## src/rtl/divider_reconstructor_pkg.sv

```systemverilog
// Shared definitions for the divider reconstructor: FSM state encoding.
// Imported by the reconstructor top; kept tiny so the divider side can reuse it.
// No logic lives here.
package divider_reconstructor_pkg;

  // Three-phase control: wait for operands, iterate, present result.
  typedef enum logic [1:0] {
    ST_IDLE = 2'd0,
    ST_RUN  = 2'd1,
    ST_DONE = 2'd2
  } state_e;

endpackage : divider_reconstructor_pkg

```

## src/rtl/divider_reconstructor.sv

```systemverilog
// Purpose: rebuild the dividend P = Q*B + R by shift-add, one multiplier bit per clock.
// Latency: out_valid rises exactly QW clock edges after the accept edge, independent of operand values.
// Backpressure: operands accepted only in IDLE; the result is held in DONE until out_ready, then IDLE next cycle.
module divider_reconstructor
  import divider_reconstructor_pkg::*;
#(
  parameter int QW = 2,
  parameter int BW = 2
) (
  input  logic               clk,
  input  logic               rst_n,
  input  logic               in_valid,
  output logic               in_ready,
  input  logic [QW-1:0]      q_in,
  input  logic [BW-1:0]      b_in,
  input  logic [BW-1:0]      r_in,
  output logic               out_valid,
  input  logic               out_ready,
  output logic [QW+BW-1:0]   p_out,
  output logic               rem_err
);

  localparam int PW = QW + BW;
  localparam int CW = $clog2(QW + 1);
  localparam logic [CW-1:0] CNT_LAST = CW'(QW - 1);

  state_e          state_q, state_d;
  logic [PW-1:0]   acc_q, acc_d;
  logic [PW-1:0]   mcand_q, mcand_d;
  logic [QW-1:0]   mplier_q, mplier_d;
  logic [CW-1:0]   cnt_q, cnt_d;
  logic            rem_err_q, rem_err_d;
  logic [PW-1:0]   p_q, p_d;

  logic            accept;
  logic            run_last;
  logic [PW-1:0]   acc_step;

  assign accept   = (state_q == ST_IDLE) && in_valid;
  assign run_last = (state_q == ST_RUN) && (cnt_q == CNT_LAST);
  // Conditional add of the current multiplicand; wraps at PW bits, which the operand ranges never exceed.
  assign acc_step = mplier_q[0] ? (acc_q + mcand_q) : acc_q;

  // State register.
  always_ff @(posedge clk or negedge rst_n) begin
    if (!rst_n) begin
      state_q <= ST_IDLE;
    end else begin
      state_q <= state_d;
    end
  end

  // Next-state logic: fixed QW iterations in RUN, no early exit.
  always_comb begin
    state_d = state_q;
    case (state_q)
      ST_IDLE: if (in_valid)  state_d = ST_RUN;
      ST_RUN:  if (run_last)  state_d = ST_DONE;
      ST_DONE: if (out_ready) state_d = ST_IDLE;
      default:                state_d = ST_IDLE;
    endcase
  end

  // Handshake outputs decoded purely from state, so re-accept waits one cycle after the output handshake.
  always_comb begin
    in_ready  = (state_q == ST_IDLE);
    out_valid = (state_q == ST_DONE);
  end

  // Datapath next values: load on accept, shift-add during RUN, capture result on entry to DONE.
  always_comb begin
    acc_d     = acc_q;
    mcand_d   = mcand_q;
    mplier_d  = mplier_q;
    cnt_d     = cnt_q;
    rem_err_d = rem_err_q;
    p_d       = p_q;
    if (accept) begin
      acc_d     = {{QW{1'b0}}, r_in};
      mcand_d   = {{QW{1'b0}}, b_in};
      mplier_d  = q_in;
      cnt_d     = '0;
      rem_err_d = (r_in >= b_in);
    end else if (state_q == ST_RUN) begin
      acc_d    = acc_step;
      mcand_d  = mcand_q << 1;
      mplier_d = mplier_q >> 1;
      cnt_d    = cnt_q + CW'(1);
      if (run_last) begin
        p_d = acc_step;
      end
    end
  end

  // Datapath registers; all clear on reset so an aborted run leaves nothing behind.
  always_ff @(posedge clk or negedge rst_n) begin
    if (!rst_n) begin
      acc_q     <= '0;
      mcand_q   <= '0;
      mplier_q  <= '0;
      cnt_q     <= '0;
      rem_err_q <= 1'b0;
      p_q       <= '0;
    end else begin
      acc_q     <= acc_d;
      mcand_q   <= mcand_d;
      mplier_q  <= mplier_d;
      cnt_q     <= cnt_d;
      rem_err_q <= rem_err_d;
      p_q       <= p_d;
    end
  end

  assign p_out   = p_q;
  assign rem_err = rem_err_q;

endmodule : divider_reconstructor
```

## config.mk

```make
export PLATFORM = sky130hd
export DESIGN_NAME = divider_reconstructor
export DESIGN_NICKNAME = d
export VERILOG_FILES = /design/src/rtl/divider_reconstructor_pkg.sv /design/src/rtl/divider_reconstructor.sv
export SDC_FILE = /design/constraint.sdc
export NUM_CORES = 1
export LEC_CHECK = 0
export BUFFER_PORTS_ARGS = -buffer_cell sky130_fd_sc_hd__buf_2
export CORE_UTILIZATION = 58
export CTS_CLUSTER_DIAMETER = 100
export DETAILED_ROUTE_END_ITERATION = 8
export GPL_ROUTABILITY_DRIVEN = 0
export PLACE_DENSITY = 0.9
export SLEW_MARGIN = 10
export SYNTH_ARGS = -nofsm -noshare
export SYNTH_HDL_FRONTEND = slang
export SYNTH_SLANG_ARGS = --single-unit
```

## constraint.sdc

```tcl
create_clock -name clk -period 5.1 [get_ports clk]
set_clock_uncertainty 0.1 [all_clocks]
set_input_delay 0.765 -clock clk [delete_from_list [all_inputs] [get_ports clk]]
set_output_delay 0.765 -clock clk [all_outputs]
set_load 0.02 [all_outputs]
```

==> results of run 1 <==
==> placed cells by master (no fill, tap or decap), types with 2 or more instances in the layout <==
cell type,n
clkbuf_4,3
nor2_1,5
o21bai_1,2
inv_1,7
a21oi_1,5
mux2i_1,3
dfrtp_1,19
nand2b_1,4
nand2_1,18
nand3_1,4
a221o_1,2
ha_1,6
buf_2,16
o21ai_0,10
o21ai_1,3
==> final cells by class <==
class	count	area share [%]
multi-input cells	74	43.99
flip-flops and latches	19	42.32
repair buffers	16	7.127
inverters	7	2.339
clock buffers	3	2.004
well taps	16	1.782
clock inverters	1	0.4454
==> kinds of logic (layout without fill, tap and decap cells) <==
logic type | after synthesis | in the layout | synth area share, %
compound gates | 25 | 25 | 15.62
xor+xnor | 1 | 1 | 0.8612
fa+ha+maj | 7 | 7 | 9.348
buf+inv | 11 | 27 | 4.674
flops | 19 | 19 | 46.74
mux | 4 | 4 | 4.059
simple gates | 37 | 37 | 18.70
==> stage by stage <==
step / worst slack, ns / instance area [um^2] / power [W] / hold slack (ns) / util [%]
floorplan: 3.345 / 1017 / 0.0005219 / 0.3619 / -
global placement: 2.916 / 1096 / 0.0005814 / 0.3553 / 69.52
detailed placement: 2.829 / 1096 / 0.0006074 / 0.3677 / 69.52
CTS: 3.090 / 1124 / 0.0006841 / 0.2930 / 71.27
global route: 3.021 / 1124 / 0.0007388 / 0.3031 / 71.27
finish: 3.098 / 1124 / 0.0006836 / 0.2768 / 71.27
==> state kept, by name, indices dropped and copies added, names as in the netlist <==
name and cells:
mcand_q 4, mplier_q 2, state_q 2, p_out 4, cnt_q 2, acc_q 4, rem_err 1
==> final timing paths <==
kind | slack [ns] | to | start | cells past startpoint
setup / recovery | 3.10 | out_valid | state_q[0]$_DFFE_PN0P_ | 3
hold / removal | 0.28 | state_q[1]$_DFFE_PN0P_ | rst_n | 1
setup reg to reg | 3.19 | acc_q[1]$_DFFE_PN0P_ | state_q[1]$_DFFE_PN0P_ | 4
hold reg to reg | 0.39 | p_out[2]$_DFFE_PN0P_ | p_out[2]$_DFFE_PN0P_ | 2
max in group asynchronous | 4.32 | mcand_q[1]$_DFFE_PN0P_ | rst_n | 1
min in group clk | 0.39 | p_out[2]$_DFFE_PN0P_ | p_out[2]$_DFFE_PN0P_ | 2
==> routing by layer <==
metal / routed length, um / GRT usage, % / share of wire, % / vias to the layer above
li1: - / - / - / 395
met1: 865 / 29.67 / 44 / 387
met3: 85 / 4.167 / 4.3 / 7
met2: 984 / 40.90 / 50 / 25
met5: 0 / 0 / 0 / -
met4: 38 / 11.52 / 1.9 / 0
==> power groups by stage <==
stage / registers, W / clock network, W / logic, W
final: 0.000275 / 0.0000782 / 0.000330
after global routing: 0.000284 / 0.0000845 / 0.000370
after CTS: 0.000274 / 0.0000782 / 0.000332
after detailed placement: 0.000277 / 0 / 0.000330
after global placement: 0.000272 / 0 / 0.000309
after floorplan: 0.000279 / 0 / 0.000243
==> worst max-delay path: stages (launching register included) <==
cell	delay (ns)
dfrtp_1	0.45
nand2b_1	0.18
inv_1	0.05
buf_2	0.15
==> reports/qor.csv, run 1 <==
metric,value,unit
switching power,0.0003029,W
ys flop type,dfrtp_1,
Post-synth EDFFs,0,
combinational group share of total power,48.3,%
Fmax achieved,0.4995,GHz
filler instances,107,
Nets,138,
Async SR Flop Fraction,100.0,%
Leak Pwr,0.5495,nW
Worst-path clk slew,0.12,ns
# diodes,0,
Setup-failing EPs final,0,
Std-Cell Rows,14,
Synthesized Nets,121,
via count,814,
via/cell ratio,5.985,
hold_buf cts,0,
relative slew slack,64.14,%
"count leader, synth",dfrtp_1,
Final Hold Fails,0,
RSZ-0062 raised after global routing,false,
cell taking the most area after synthesis,dfrtp_1,
CP Data Required Time,4.24,ns
Layout area overhead,10.46,%
MaxCap Viol Count,0,
register area,475.5,um^2
final WL,1973,um
Avg Synthesized Cell Area,9.781,um^2
"Distinct cells, synth",28,
CTS tree,yes,
CTS H-Tree Depth,1,
CP endpoint kind,output port,
# port buffers,16,
Switching Fraction,44.31,%
GRT overflow,0,
WP data arrival,1.14,ns
Max Slew Vio Count,0,
clock root buffer,clkbuf_4,
sequential power share,40.2,%
worst-path maximum fanout,5,
CP Class,flop to output port,
internal power component,0.0003807,W
Clock Tree Buf Depth,2,
drc violations,0,
Synth top area share,46.74,%
synth warn,0,
PD cells,608.4,mW/mm^2
maximum vdd drop,0.3095,mV
status,finished clean,
io pins,17,
Die W,43.88,um
clk_lat worst skew,0.30,ns
die area,0.001925,mm^2
gr usage total,24.06,%
die height,43.88,um
post-CTS sizing,0,
clock share of power,11.4,%
min Tclk post-route,2.002,ns
dpl cells,132,
crit start category,flop,
synthesis-stage register bit count,19,
fin crit share,39.26,%
initial core utilization,64.52,%
vias in the first global route,798,
Post-Syn Area,0.001017,mm^2
"top cells by area, synth","dfrtp_1, ha_1, nand2_1",
synth cell count leaders,"dfrtp_1, nand2_1, o21ai_0",
Core Region,0.001577,mm^2
post-CTS setup buffers,0,
DRT iter0 DRCs,18,
first-pass GRT wire length,3353,um
setup_tns,0,ns
Mapped Cells,104,
footprint of the multi-input gates,494.2,um^2
antenna violations before repair,0,
Routed Antenna Nets,0,
"Seq/Total Area, Yosys",46.74,%
layout cells sized above 1,20.83,%
largest net degree at the start of global routing,20,
First-pass DRT Iterations,6,
WL per Instance,14.51,um
hold crit path type,input port to async pin,
"non-filler cells, final",136,
clock sink count,19,
measured slew at the worst slew-check pin,0.5374,ns
TritonCTS Buffers,3,
HPWL after detailed placement,1501,um
No activity file was read; power rests on OpenSTA's default activity.
==> run 2: changes to the inputs <==
- CORE_UTILIZATION: 58 -> 48
- PLACE_DENSITY: 0.9 -> 0.8
- clock period: 5.1 -> 1.8 ns (I/O delays scaled with it)
==> run 2 against run 1 <==
  * Hold slack worse by 0.22 ns
  * Highest routed layer unchanged
  * Power rose to 3.0 times the previous value
  * Setup slack worse by 3.1 ns
  * Cell area up 6.2%
  * Cell count up 11%
  * Sequential share of layout area down 2.5 points
  * Wire length up 1.3%
==> reports/qor.csv, run 2 (synthesis gave the netlist of run 1 again) <==
metric,value,unit,change
hold_sp,out_ready,,
r2r setup slk,0.03,ns,was 3.19 ns
first-pass GRT wire length,2967,um,was 3353 um
CP Data Required Time,1.92,ns,was 4.24 ns
CP Cell Sequence,"ha_4, nand3_2, and4_4, or3b_1, a41oi_2",,"was nand2b_1, inv_1, buf_2"
WP data arrival,1.89,ns,was 1.14 ns
crit-path leading delay family,simple AND/OR/NAND/NOR gates,,was flip-flops
final WL,1999,um,was 1973 um
HPWL after detailed placement,1436,um,was 1501 um
die area,0.002307,mm^2,was 0.001925 mm^2
Critical path buffers and inverters,0,,was 2
relative slew slack,70.88,%,was 64.14%
clock root buffer,clkbuf_4,,unchanged
clock sink count,19,,unchanged
Fmax achieved,0.5660,GHz,
"commonest cells after routing, fill and taps aside","dfrtp_1, nand2_1, buf_2",,unchanged
GRT overflow,0,,unchanged
antenna violations before repair,0,,unchanged
WHS Endpoint,state_q[1]$_DFFE_PN0P_,,
# diodes,0,,unchanged
CTS H-Tree Depth,1,,unchanged
Setup-failing EPs final,0,,unchanged
Core Region,0.001982,mm^2,was 0.001577 mm^2
CP endpoint kind,flop,,was output port
TritonCTS Buffers,3,,unchanged
vias in the first global route,716,,was 798
WHS Path Cells,2,,
largest net degree at the start of global routing,20,,unchanged
Leak Pwr,0.5645,nW,was 0.5495 nW
Final Hold Fails,0,,unchanged
drc violations,0,,unchanged
fin crit share,98.16,%,
Routed Antenna Nets,0,,unchanged
Worst-path clk slew,0.11,ns,was 0.12 ns
via count,809,,was 814
WL per Instance,13.24,um,was 14.51 um
Reg2Reg Depth,5,,was 4
initial core utilization,51.33,%,was 64.52%
gr usage total,18.77,%,was 24.06%
critical path launch point,mcand_q[2]$_DFFE_PN0P_,,was state_q[0]$_DFFE_PN0P_
CP Class,flop to flop,,was flop to output port
Max Slew Vio Count,0,,unchanged
Worst path max stage delay,0.45,ns,about the same
filler instances,178,,was 107
maximum vdd drop,0.8529,mV,was 0.3095 mV
MaxCap Viol Count,0,,unchanged
# port buffers,16,,unchanged
worst-path maximum fanout,4,,was 5
CTS tree,yes,,unchanged
worst flop-to-flop path endpoint,p_out[3]$_DFFE_PN0P_,,was acc_q[1]$_DFFE_PN0P_
DRT iter0 DRCs,25,,was 18
Die W,48.04,um,was 43.88 um
measured slew at the worst slew-check pin,0.4369,ns,was 0.5374 ns
clk_lat worst skew,0.29,ns,was 0.30 ns
Nets,142,,was 138
crit start category,flop,,unchanged
"commonest non-fill, non-tap cell in the layout",dfrtp_1,,unchanged
layout cells sized above 1,25.00,%,was 20.83%
Clock Tree Buf Depth,2,,unchanged
hold crit path type,input port to flop,,was input port to async pin
PD cells,1696,mW/mm^2,was 608.4 mW/mm^2
status,finished clean,,unchanged
io pins,17,,unchanged
min Tclk post-route,1.767,ns,
RSZ-0062 raised after global routing,true,,was false
die height,48.04,um,was 43.88 um
via/cell ratio,5.358,,was 5.985
Final Util,60.23,%,was 71.27%
First-pass DRT Iterations,4,,was 6
reg-to-reg startpoint,mcand_q[2]$_DFFE_PN0P_,,was state_q[1]$_DFFE_PN0P_
CP max stage cell,dfrtp_1,,unchanged
Hold Slack,0.05356,ns,was 0.2768 ns
Std-Cell Rows,16,,was 14
Layout area overhead,17.34,%,was 10.46%
## run 2: cell type report
cell class                 instances  area [um^2]  area share (%)
sequential                        19        475.5           39.83
clock buffer                       4        26.28           2.201
inverter                           7        26.28           2.201
tap                               27        33.78           2.830
timing repair buffer              20        112.6           9.434
multi-input combinational         74        519.2           43.50
## run 2: worst max-delay path by stage
stage	endpoint	slack (ns)	depth (start not counted)
floorplan	p_out[3]$_DFFE_PN0P_	0.08	5
finish	p_out[3]$_DFFE_PN0P_	0.03	5
CTS	p_out[3]$_DFFE_PN0P_	0.04	5
global route	p_out[2]$_DFFE_PN0P_	-0.05	6
detailed placement	p_out[3]$_DFFE_PN0P_	-0.003	5
global placement	p_out[3]$_DFFE_PN0P_	0.04	5
## run 2: what timing repair did
action / CTS / global route
endpoints found under the hold margin: 19 / 0
hold buffers: 1 / 0
endpoints found under the setup margin: 1 / 3
buffers inserted: 0 / 0
pin swaps: 0 / 1
gates resized for setup: 2 / 3
## run 2: power by group
group	total (W)	internal (W)	switching (W)	leakage, nW
Clock	0.000218	0.0000861	0.000131	0.0150
Combinational	0.00103	0.000446	0.000581	0.308
Sequential	0.000780	0.000613	0.000166	0.242
Total	0.00202	0.00115	0.000879	0.564
## run 2: routing by layer
layer	routed length, um	GRT usage [%]	part of all wire, %	vias up
met3	101	3.396	5.1	4
met5	0	0	0	-
met1	952	25.64	48	374
met2	913	29.73	46	29
met4	31	6.667	1.6	0
li1	-	-	-	402
## run 2: worst reg2reg max path: cells and delay by family, from the launching register on
family,cells,cell delay (ns)
adder cells (fa/ha/maj),1,0.31
flip-flops,1,0.45
AO/OA/AOI/OAI,1,0.17
AND/OR/NAND/NOR,3,0.66
## run 2: stage by stage
step | instance area (um^2) | total power (W) | TNS [ns] | setup WS (ns) | instances
after floorplan | 1017 | 0.001479 | 0 | 0.08227 | 104
after global placement | 1132 | 0.001710 | 0 | 0.04308 | 146
after detailed placement | 1132 | 0.001746 | -0.002961 | -0.002961 | 146
after CTS | 1185 | 0.001995 | 0 | 0.03887 | 151
after global routing | 1194 | 0.002203 | -0.1091 | -0.05299 | 151
final | 1194 | 0.002025 | 0 | 0.03306 | 151
==> run 3: changes to the inputs <==
- ABC_AREA: unset -> 1
- CORE_UTILIZATION: 48 -> 49
- PLACE_DENSITY: 0.8 -> 0.82
==> run 3 against run 2 <==
  * First-iteration DRC count is 12% lower
  * Sequential share of layout area rose by 1.2 points
  * Power increased by 0.63%
  * Non-clock buffer count is 2 lower
  * Critical path depth grew 1
  * Register-to-register slack improved by 0.15 ns
  * Via count fell by 2.7%
  * Critical path type unchanged
  * Critical endpoint is now acc_q[1]$_DFFE_PN0P_
  * Largest cell class is now flip-flops and latches
  * Highest routed layer unchanged
==> reports/qor.csv, run 3 <==
metric,value,unit,change
status,finished clean,,unchanged
Post-DP Area,0.001120,mm^2,was 0.001132 mm^2
"commonest cells after routing, fill and taps aside","nand2_1, inv_1, dfrtp_1",,"was dfrtp_1, nand2_1, buf_2"
antenna violations before repair,0,,unchanged
die area,0.002270,mm^2,was 0.002307 mm^2
Max Slew Vio Count,0,,unchanged
First-pass DRT Iterations,5,,was 4
Post-synth EDFFs,0,,unchanged
"Seq/Total Area, Yosys",46.57,%,was 46.74%
layout cells sized above 1,24.06,%,was 25.00%
MaxCap Viol Count,0,,unchanged
via count,787,,was 809
synth warn,0,,unchanged
# port buffers,16,,unchanged
maximum vdd drop,0.9965,mV,was 0.8529 mV
Die W,47.65,um,was 48.04 um
sequential power share,36.5,%,was 38.5%
PD cells,1760,mW/mm^2,was 1696 mW/mm^2
RSZ-0062 raised after global routing,false,,was true
GRT overflow,0,,unchanged
Worst-path clk slew,0.10,ns,was 0.11 ns
"Distinct cells, synth",24,,was 28
drc violations,0,,unchanged
largest net degree at the start of global routing,20,,unchanged
fin crit share,89.74,%,was 98.16%
Mapped Cells,113,,was 104
gr usage total,20.27,%,was 18.77%
clock sink count,19,,unchanged
Setup-failing EPs final,0,,unchanged
initial core utilization,52.04,%,was 51.33%
main combinational cell family by area after synthesis,simple AND/OR/NAND/NOR gates,,unchanged
Core Region,0.001962,mm^2,was 0.001982 mm^2
crit start category,flop,,unchanged
Synthesized Nets,130,,was 121
clk_lat worst skew,0.30,ns,was 0.29 ns
cell taking the most area after synthesis,dfrtp_1,,unchanged
measured slew at the worst slew-check pin,0.4307,ns,was 0.4369 ns
post-route cell area,0.001157,mm^2,was 0.001194 mm^2
Std-Cell Rows,16,,unchanged
internal power component,0.001103,W,was 0.001145 W
clock share of power,10.5,%,was 10.7%
min Tclk post-route,1.615,ns,was 1.767 ns
Avg Synthesized Cell Area,9.035,um^2,was 9.781 um^2
setup_tns,0,ns,unchanged
relative slew slack,71.29,%,was 70.88%
Layout area overhead,13.36,%,was 17.34%
Post-Synth Adder-Cell Area,9.314,%,was 9.348%
multiplexer share of the synthesized area,0,%,was 4.059%
complex-gate fraction of the synthesized area,13.85,%,was 15.62%
CP Data Required Time,1.92,ns,about the same
Switching Fraction,45.87,%,was 43.43%
CTS tree,yes,,unchanged
CP Class,flop to flop,,unchanged
Final Util,58.99,%,was 60.23%
WP data arrival,1.74,ns,was 1.89 ns
switching power,0.0009346,W,was 0.0008793 W
"commonest non-fill, non-tap cell in the layout",nand2_1,,was dfrtp_1
"top cells by area, synth","dfrtp_1, nand2_1, ha_1",,"was dfrtp_1, ha_1, nand2_1"
Clock Tree Buf Depth,2,,unchanged
HPWL after detailed placement,1414,um,was 1436 um
CTS H-Tree Depth,1,,unchanged
DRT iter0 DRCs,22,,was 25
CP endpoint kind,flop,,unchanged
Final Hold Fails,0,,unchanged
Post-Syn Area,0.001021,mm^2,was 0.001017 mm^2
hold crit path type,input port to flop,,unchanged
Leak Pwr,0.6229,nW,was 0.5645 nW
synthesis-stage register bit count,19,,unchanged
Post-Synth XOR/XNOR Area,0.8578,%,was 0.8610%
io pins,17,,unchanged
filler instances,200,,was 178
clock root buffer,clkbuf_4,,unchanged
Nets,151,,was 142
Async SR Flop Fraction,100.0,%,unchanged
worst-path maximum fanout,2,,was 4
combinational group share of total power,52.9,%,was 50.7%
first-pass GRT wire length,3160,um,was 2967 um
WL per Instance,11.38,um,was 13.24 um
ys flop type,dfrtp_1,,unchanged
Post-Synth Simple-Gate Area,18.87,%,was 18.70%
via/cell ratio,4.919,,was 5.358
final WL,1820,um,was 1999 um
synth cell count leaders,"nand2_1, inv_1, dfrtp_1",,"was dfrtp_1, nand2_1, o21ai_0"
vias in the first global route,769,,was 716
die height,47.65,um,was 48.04 um
# diodes,0,,unchanged
TritonCTS Buffers,3,,unchanged
Fmax achieved,0.6191,GHz,was 0.5660 GHz
Synth top area share,46.57,%,was 46.74%
post-CTS setup buffers,0,,unchanged
"count leader, synth",nand2_1,,was dfrtp_1
Routed Antenna Nets,0,,unchanged
run 3: critical path: stages (launching register included):
cell and delay, ns:
dfrtp_1 0.40, ha_1 0.21, inv_1 0.07, fa_1 0.40, nand2_1 0.06, o21ai_0 0.12
o221ai_2 0.17
run 3: cell families (layout without fill, tap and decap cells):
group | after synthesis | in the layout
simple gates | 41 | 41
compound gates | 21 | 21
flops | 19 | 19
xor+xnor | 1 | 1
fa+ha+maj | 7 | 7
buf+inv | 24 | 44
run 3: path summary, 6_finish.rpt:
path,start,endpoint,slack [ns],depth (start not counted)
hold / removal,out_ready,state_q[1]$_DFFE_PN0P_,0.04,2
setup reg to reg,acc_q[0]$_DFFE_PN0P_,acc_q[1]$_DFFE_PN0P_,0.18,6
hold reg to reg,cnt_q[0]$_DFFE_PN0P_,cnt_q[0]$_DFFE_PN0P_,0.39,1
setup / recovery,acc_q[0]$_DFFE_PN0P_,acc_q[1]$_DFFE_PN0P_,0.18,6
min in group asynchronous,rst_n,p_out[3]$_DFFE_PN0P_,0.32,2
max in group asynchronous,rst_n,mcand_q[0]$_DFFE_PN0P_,0.97,2
run 3: layout make-up:
cell class,count,area (um^2),share of cell area [%]
timing repair buffer,18,97.59,8.432
multi-input combinational,70,437.9,37.84
inverter,22,85.08,7.351
clock buffer,3,22.52,1.946
tap,27,33.78,2.919
sequential,19,475.5,41.08
clock inverter,1,5.005,0.4324
run 3: timing repair:
| item | 4_1_cts | 5_1_grt |
|---|---|---|
| hold buffers | 1 | 0 |
| setup endpoints to repair | 0 | 1 |
| endpoints found under the hold margin | 19 | 0 |
| resized for setup | 0 | 1 |
run 3: routing by layer:
layer	vias up	share of wire (%)	global-route usage, %	wire (um)
li1	400	-	-	-
met1	366	45	24.35	828
met2	18	50	35.89	909
met3	3	3.2	4.528	58
met4	0	1.3	6.667	23
met5	-	0	0	0
run 3: stage by stage:
step	hold slack [ns]	instances	total power (W)	setup WS, ns
2_1_floorplan	-0.1256	113	0.001611	0.2313
3_5_place_dp	0.1376	155	0.001828	0.1165
5_1_grt	0.04295	160	0.002240	0.08746
4_1_cts	0.03989	160	0.002045	0.1103
6_report	0.04199	160	0.002037	0.1847
3_3_place_gp	0.1265	155	0.001785	0.1906
run 3: power groups by stage:
stage / sequential (W) / clock, W / combinational [W]
after floorplan: 0.000784 / 0 / 0.000827
after global placement: 0.000736 / 0 / 0.00105
after detailed placement: 0.000750 / 0 / 0.00108
after CTS: 0.000742 / 0.000220 / 0.00108
after global routing: 0.000770 / 0.000234 / 0.00124
final: 0.000744 / 0.000214 / 0.00108
